### src/rtl/hazard_unit_mc.sv
// hazard_unit_mc: pipeline hazard controller for the five-stage RISC-V core.
// Generates per-stage stall/flush controls and Execute-stage forwarding selects.
// Two hold mechanisms freeze the front end:
//   - a long-op FSM (IDLE/BUSY + lcnt) keeps a mul/div in Execute for MUL_LAT cycles
//   - a load counter (ldcnt) inserts LOAD_LAT bubbles behind a load-use dependency
// Ports:
//   clk, reset                  clock, synchronous active-high reset
//   InstrMissF                  I-cache miss, freezes the whole pipeline and both counters
//   Rs1D/Rs2D, Rs1E/Rs2E/RdE    Decode and Execute register addresses
//   ResultSrcEb2, LongOpE       Execute instruction is a load / a multi-cycle op
//   PCSrcb1, PCSrcReg           redirect taken / registered PC source (bit 1 = mispredict recovery)
//   InstrCacheRepActive         I-cache line replacement in progress
//   RdM/RegWriteM, RdW/RegWriteW  later-stage destinations for forwarding
//   Stall{F,D,E,M,W}, Flush{D,E,M}, Forward{A,B}E, LongBusyE  controls out
module hazard_unit_mc #(
  parameter int REG_AW   = 5,
  parameter int MUL_LAT  = 4,
  parameter int LOAD_LAT = 1
) (
  input  logic              clk,
  input  logic              reset,
  input  logic              InstrMissF,
  input  logic [REG_AW-1:0] Rs1D,
  input  logic [REG_AW-1:0] Rs2D,
  input  logic [REG_AW-1:0] Rs1E,
  input  logic [REG_AW-1:0] Rs2E,
  input  logic [REG_AW-1:0] RdE,
  input  logic              ResultSrcEb2,
  input  logic              LongOpE,
  input  logic              PCSrcb1,
  input  logic [1:0]        PCSrcReg,
  input  logic              InstrCacheRepActive,
  input  logic [REG_AW-1:0] RdM,
  input  logic              RegWriteM,
  input  logic [REG_AW-1:0] RdW,
  input  logic              RegWriteW,
  output logic              StallF,
  output logic              StallD,
  output logic              StallE,
  output logic              StallM,
  output logic              StallW,
  output logic              FlushD,
  output logic              FlushE,
  output logic              FlushM,
  output logic [1:0]        ForwardAE,
  output logic [1:0]        ForwardBE,
  output logic              LongBusyE
);

  localparam int LDW = (LOAD_LAT > 1) ? $clog2(LOAD_LAT) : 1;
  localparam int LCW = (MUL_LAT > 2) ? $clog2(MUL_LAT - 1) : 1;
  localparam logic [LDW-1:0] LD_INIT = LDW'((LOAD_LAT > 1) ? LOAD_LAT - 1 : 0);
  localparam logic [LCW-1:0] LC_INIT = LCW'((MUL_LAT > 2) ? MUL_LAT - 2 : 0);
  localparam logic           LONG_EN = (MUL_LAT > 1);

  typedef enum logic {IDLE, BUSY} long_state_t;

  long_state_t    state_q, state_d;
  logic [LCW-1:0] lcnt_q, lcnt_d;
  logic [LDW-1:0] ldcnt_q, ldcnt_d;

  logic load_detect;
  logic long_start;
  logic long_hold;
  logic load_hold;
  logic pcsrc_unused;

  assign pcsrc_unused = PCSrcReg[0];

  // State register
  always_ff @(posedge clk) begin
    if (reset) begin
      state_q <= IDLE;
      lcnt_q  <= '0;
      ldcnt_q <= '0;
    end else begin
      state_q <= state_d;
      lcnt_q  <= lcnt_d;
      ldcnt_q <= ldcnt_d;
    end
  end

  always_comb begin
    load_detect = ResultSrcEb2 && (RdE != '0) && ((Rs1D == RdE) || (Rs2D == RdE));
    long_start  = (state_q == IDLE) && LongOpE && LONG_EN;
  end

  // Next-state: everything holds during an I-cache miss. A long op in Execute
  // suppresses the ldcnt load so the two holds never start together.
  always_comb begin
    state_d = state_q;
    lcnt_d  = lcnt_q;
    ldcnt_d = ldcnt_q;
    if (!InstrMissF) begin
      case (state_q)
        IDLE: begin
          if (long_start) begin
            state_d = BUSY;
            lcnt_d  = LC_INIT;
          end
        end
        BUSY: begin
          if (lcnt_q != '0) lcnt_d = lcnt_q - LCW'(1);
          else              state_d = IDLE;
        end
        default: state_d = IDLE;
      endcase
      if (ldcnt_q != '0)                 ldcnt_d = ldcnt_q - LDW'(1);
      else if (load_detect && !LongOpE)  ldcnt_d = LD_INIT;
    end
  end

  // Outputs
  always_comb begin
    long_hold = long_start || ((state_q == BUSY) && (lcnt_q != '0));
    load_hold = load_detect || (ldcnt_q != '0);

    StallD    = load_hold || long_hold || InstrMissF;
    StallF    = StallD && !PCSrcReg[1];
    StallE    = long_hold || InstrMissF;
    StallM    = InstrMissF;
    StallW    = InstrMissF;
    FlushD    = PCSrcb1;
    FlushE    = (PCSrcb1 && (InstrCacheRepActive || PCSrcReg[1])) || (load_hold && !long_hold);
    FlushM    = long_hold && !InstrMissF;
    LongBusyE = long_hold;

    ForwardAE = 2'b00;
    if (RegWriteM && (Rs1E == RdM) && (Rs1E != '0))      ForwardAE = 2'b10;
    else if (RegWriteW && (Rs1E == RdW) && (Rs1E != '0)) ForwardAE = 2'b01;

    ForwardBE = 2'b00;
    if (RegWriteM && (Rs2E == RdM) && (Rs2E != '0))      ForwardBE = 2'b10;
    else if (RegWriteW && (Rs2E == RdW) && (Rs2E != '0)) ForwardBE = 2'b01;
  end

endmodule

### config.mk
export PLATFORM = sky130hd
export DESIGN_NAME = hazard_unit_mc
export DESIGN_NICKNAME = d
export VERILOG_FILES = /design/src/rtl/hazard_unit_mc.sv
export SDC_FILE = /design/constraint.sdc
export NUM_CORES = 1
export LEC_CHECK = 0
export CAP_MARGIN = 20
export CORE_UTILIZATION = 30
export CTS_CLUSTER_SIZE = 14
export DETAILED_ROUTE_END_ITERATION = 8
export GPL_TIMING_DRIVEN = 0
export PLACE_DENSITY = 0.79
export SLEW_MARGIN = 20
export SYNTH_ARGS = -nofsm -noshare
export SYNTH_HDL_FRONTEND = slang
export SYNTH_SLANG_ARGS = --single-unit
### constraint.sdc
create_clock -name clk -period 1.45 [get_ports clk]
set_input_delay 0.145 -clock clk [delete_from_list [all_inputs] [get_ports clk]]
set_output_delay 0.145 -clock clk [all_outputs]
set_load 0.01 [all_outputs]
[After elaboration in Yosys (flattened, before gate mapping)]
Cells that the tools add are included.
Word-level totals
  latch bits: 0
  output and inout port bits: 13
  memory bits (read-only): 0
  memories: 0
  bits in writable memories: 0
  register bits after elaboration: 4
  logic and storage cells: 58
Cells by class
  $lt $le $gt $ge: 0
  reductions and logical operators: 32
  bitwise logic cells: 2
  multiply operators: 0
  equality and inequality tests: 8
  divide/modulo/power cells: 0
  $add $sub $neg: 2
  mux-type cells: 11
  shift-type cells: 0
Operators with widths (count)
  $eq 5x5->1: 6
  $logic_and 1x1->1: 16
  $reduce_bool 5->1: 3
  $logic_or 1x1->1: 8
  $mux 2: 4
  $mux 1: 5
  $pmux 2 s2: 1
  $logic_not 1->1: 3
  $reduce_and 3->1: 1
  $ne 2x1->1 const B: 1
  $ne 2x2->1 const B: 1
  $not 1->1: 2
  $pmux 1 s2: 1
  $reduce_bool 2->1: 1
  $sub 2x1->2 const B: 1
  $sub 1x1->1 const B: 1

[Depth between registers and ports, before layout]
  depth in word-level cells: 7
  depth in mapped cells: 6
  depth with buffers taken out: 6

[Worst setup path after synthesis]
No wires, ideal clock.
  kind: flip-flop to flip-flop
  from: register lcnt_q[0]
  to: register lcnt_q[0]
  setup slack: 39 ps
  data arrival time: 1297 ps
  data required time: 1336 ps
  stages on the path, launching flop included: 7
  clock period less this slack: 1411 ps
  cells stage by stage: dfxtp_1 inv_1 ha_1 nand2b_1 a21oi_1 mux2i_1 nor2_1
Between the ends
  cells in the longest elaborated chain, start to end: 3
  elaborated cells on any way between the ends: 6
Ends and longest elaborated chain
  start: declaration: RTL line 59  | logic [LCW-1:0] lcnt_q, lcnt_d;
  start signal: assignment: RTL line 78  | lcnt_q <= lcnt_d;
  $sub 2x1->2 / $reduce_bool 2->1 (equally long branches): RTL line 103  | if (lcnt_q != '0) lcnt_d = lcnt_q - LCW'(1);
  $mux 2 / $ne 2x1->1 (equally long branches)
  $pmux 2 s2 / $reduce_and 3->1 (equally long branches)
Parallel ways exist; a longest one is shown, timed or not. The select of a mux whose other input is x is not followed.
A chain may end at the register's enable or synchronous reset.

[Final worst setup path]
  from: input port Rs1E[3]
  to: output port ForwardAE[0]
Between the ends
  cells in the longest elaborated chain, start to end: 5
  elaborated cells on any way between the ends: 9
Ends and longest elaborated chain
  start: declaration: RTL line 25  | input logic [REG_AW-1:0] Rs1E,
  $eq 5x5->1: RTL line 130  | else if (RegWriteW && (Rs1E == RdW) && (Rs1E != '0)) ForwardAE = 2'b01;
  $logic_and 1x1->1 (2 in series): RTL line 130
  $mux 1: RTL line 130
  $mux 2 (*): RTL line 129  | if (RegWriteM && (Rs1E == RdM) && (Rs1E != '0)) ForwardAE = 2'b10;
  end: declaration: RTL line 45  | output logic [1:0] ForwardAE,
Mark *: on every way between the ends. The rest lies on a longest branch, timed or not.

==> impl_metrics.ini <==
[setup_path]
crit-reg2reg-launch = lcnt_q[0]$_SDFFE_PP0P_
worstSetupStartpoint = Rs1E[3]
crit_end = ForwardAE[0]
worstPathArrival_ns = 1.40
required_ns = 1.31
criticalPathCategory = input port to output port
crit_family = simple AND/OR/NAND/NOR gates
path_depth = 6
cp_num_buf_inv = 2
r2r-end = lcnt_q[1]$_SDFFE_PP0P_
crit_path_end_kind = output port
cp_slowest_cell = or4_4
path_max_fanout = 3
critPathLaunchType = input port
worstRegToRegCells = 7
max_stage_delay_ns = 0.54
r2r_slack_ns = 0.13
crit_chain = buf_8, or4_4, nor2_4, nor4_4, nor4_2, buf_2

[logic_synthesis]
synth_area_sq_um = 633
synth_mux_area_frac = 0.0158
yosys.area_share.simple = 0.322
yosysSeqAreaShare = 0.0949
ys_ff_latch = 3
synth-xor-area-share = 0.415
synth.net_count = 125
synth_warnings = 0
synth_fa_ha_area_frac = 0.0198
avgSynthCellArea_sq_um = 8.12
yosysUniqueCellTypes = 24
synth_compound_area_frac = 0.0791
syn_inst = 78
synth_top_family_by_area = XOR/XNOR gates

[global_route]
grt_busiest_layer = met2
grtUsageTotal = 0.214
gr-total-overflow = 0
grt_util_met2 = 0.430
grt.met3_usage = 0.0679
antenna_found_initial = 0
first_global_vias = 872
grtUsageMet1 = 0.197
grt_pass1_wl_microns = 3390
grt_max_degree = 6

[worst_hold_path]
min-delay-start = InstrMissF
min_path_type = input port to flop
whs_path_depth = 3

[floorplanning]
dieArea_sq_um = 2300
dieWidth_microns = 47.9
start_util = 0.319
coreArea_sq_um = 1980
io-pin-count = 59
die_y_microns = 47.9
num_rows = 16

[cts]
htreeDepth = 1
cts_root_buf = clkbuf_4
cts_tree = built
cts_buffers = 3
path_clk_slew_ns = 0.04
insertion_delay_ns = 0.23
clk_path_buf_depth = 2
clkSinkCount = 3

[sta]
fin_skew_ns = 0.000665
hold_violations = 0
fmax_mhz = 649
maxSlewViolCount = 0
fin_ws_ns = -0.0905
setup_viol = 3
slew_headroom = 0.790
min_period_ns = 1.54
min_period_over_period = 1.06
fin_hold_ws_ns = 0.495
tightest_slew_ns = 0.311
rsz0062_at_grt = yes

[run_status]
run_status = complete, but fails checks
violations = setup timing

[cells_and_area]
num_antenna_cells = 0
final_core_utilization = 0.702
syn2layout_area_growth_pct = 120
layout.nets = 197
drive_gt1_frac = 0.443
stdcell_count = 176

[job]
cap_violations = 0

[detailed_routing]
first_pass_iters = 4
ant_nets = 0
viasPerCell = 4.91
drc = 0
vias = 864
drt_iter0_drc = 3
wirelength_microns = 2310
wire_per_inst_microns = 13.1

[placed_design]
routabilityCongestion = 0.803
dpl_worst_slack_ns = -0.916
dp_hpwl_microns = 1710
port_buffers = 57
place_inst = 162

[power_and_ir_drop]
ir_drop_mv = 0.347
leakage_nw = 0.572
power-per-cell-area_nw_per_um2 = 440
-- tightest hold or removal path, delay by kind of cell --
kind	cells	cell delay, ns
buffers and inverters	1	0.32
AND/OR/NAND/NOR	2	0.21
-- cell families (layout without fill, tap and decap cells) --
group,after synthesis,after routing
compound gates,8,8
mux,1,1
buf+inv,6,77
xor+xnor,30,30
fa+ha+maj,1,1
simple gates,29,29
flops,3,3
-- through the flow --
stage	total power [mW]	area [sq um]	setup TNS, ns
final	0.613	1390	-0.240
after global routing	0.667	1390	-0.452
after CTS	0.596	1330	-0.282
after detailed placement	0.431	1240	-5.78
after global placement	0.423	1240	-5.67
after floorplan	0.224	633	0
-- what timing repair did --
| item | 4_1_cts | 5_1_grt |
|---|---|---|
| setup endpoints to repair | 12 | 10 |
| pin swaps | 25 | 20 |
| setup buffers | 7 | 4 |
| resized for setup | 139 | 16 |
| hold buffers | 0 | 0 |
-- how the worst min path moves through the flow --
stage,to,slack [ns]
detailed placement,lcnt_q[1]$_SDFFE_PP0P_,0.51
global placement,lcnt_q[1]$_SDFFE_PP0P_,0.49
global route,state_q$_SDFFE_PP0N_,0.51
finish,state_q$_SDFFE_PP0N_,0.49
floorplan,lcnt_q[1]$_SDFFE_PP0P_,0.22
CTS,state_q$_SDFFE_PP0N_,0.45
-- metal layers --
metal,part of all wire,up-vias
met5,0,-
met4,0.012,0
met3,0.082,4
met2,0.56,48
met1,0.34,397
li1,-,415
-- layout make-up --
cell class | count | area [sq um]
clock buffer | 4 | 26.3
inverter | 3 | 11.3
sequential | 3 | 63.8
tap | 27 | 33.8
fill | 164 | 591
buffer | 3 | 22.5
timing repair buffer | 67 | 562
multi-input combinational | 69 | 672
-- cells in the mapped netlist (all sizes together) --
master / count / area, sq um
o21ai: 3 / 15.0
xnor2: 16 / 140
a21oi: 1 / 5.00
nor4: 4 / 50.1
xor2: 14 / 123
buf: 3 / 22.5
nand2b: 2 / 12.5
a311oi: 1 / 8.76
inv: 3 / 11.3
nor3: 3 / 15.0
nor2b: 2 / 12.5
dfxtp: 3 / 60.1
o31ai: 1 / 7.51
mux2i: 1 / 10.0
o22ai: 1 / 6.26
or2: 1 / 6.26
ha: 1 / 12.5
nand2: 3 / 11.3
nand4: 4 / 25.0
a22oi: 1 / 7.51
nor2: 7 / 41.3
or4: 3 / 30.0
-- registers in the layout, summed over array words and instances (netlist names) --
signal   cells
state_q      1
lcnt_q       2
-- where the power goes --
group	switching (mW)	internal [mW]	leakage, nW
Sequential	0.00584	0.0895	0.0258
Clock	0.0452	0.103	0.0150
Combinational	0.162	0.207	0.531
-- placed cells by master (no fill, tap or decap), types with 2 or more instances in the layout --
cell and instances:
or4_4 3, nand4_1 4, nor3_2 2, buf_8 4
dlygate4sd2_1 16, nor4_4 3, nand2_1 2, dfxtp_2 3
clkbuf_4 3, xnor2_1 16, nor2_1 4, buf_2 16
nor2_4 3, nor2b_1 2, inv_2 2, clkdlybuf4s50_1 15
nand2b_4 2, clkdlybuf4s15_1 4, xor2_1 13, buf_4 13
Power figures use the tool's default switching activity.
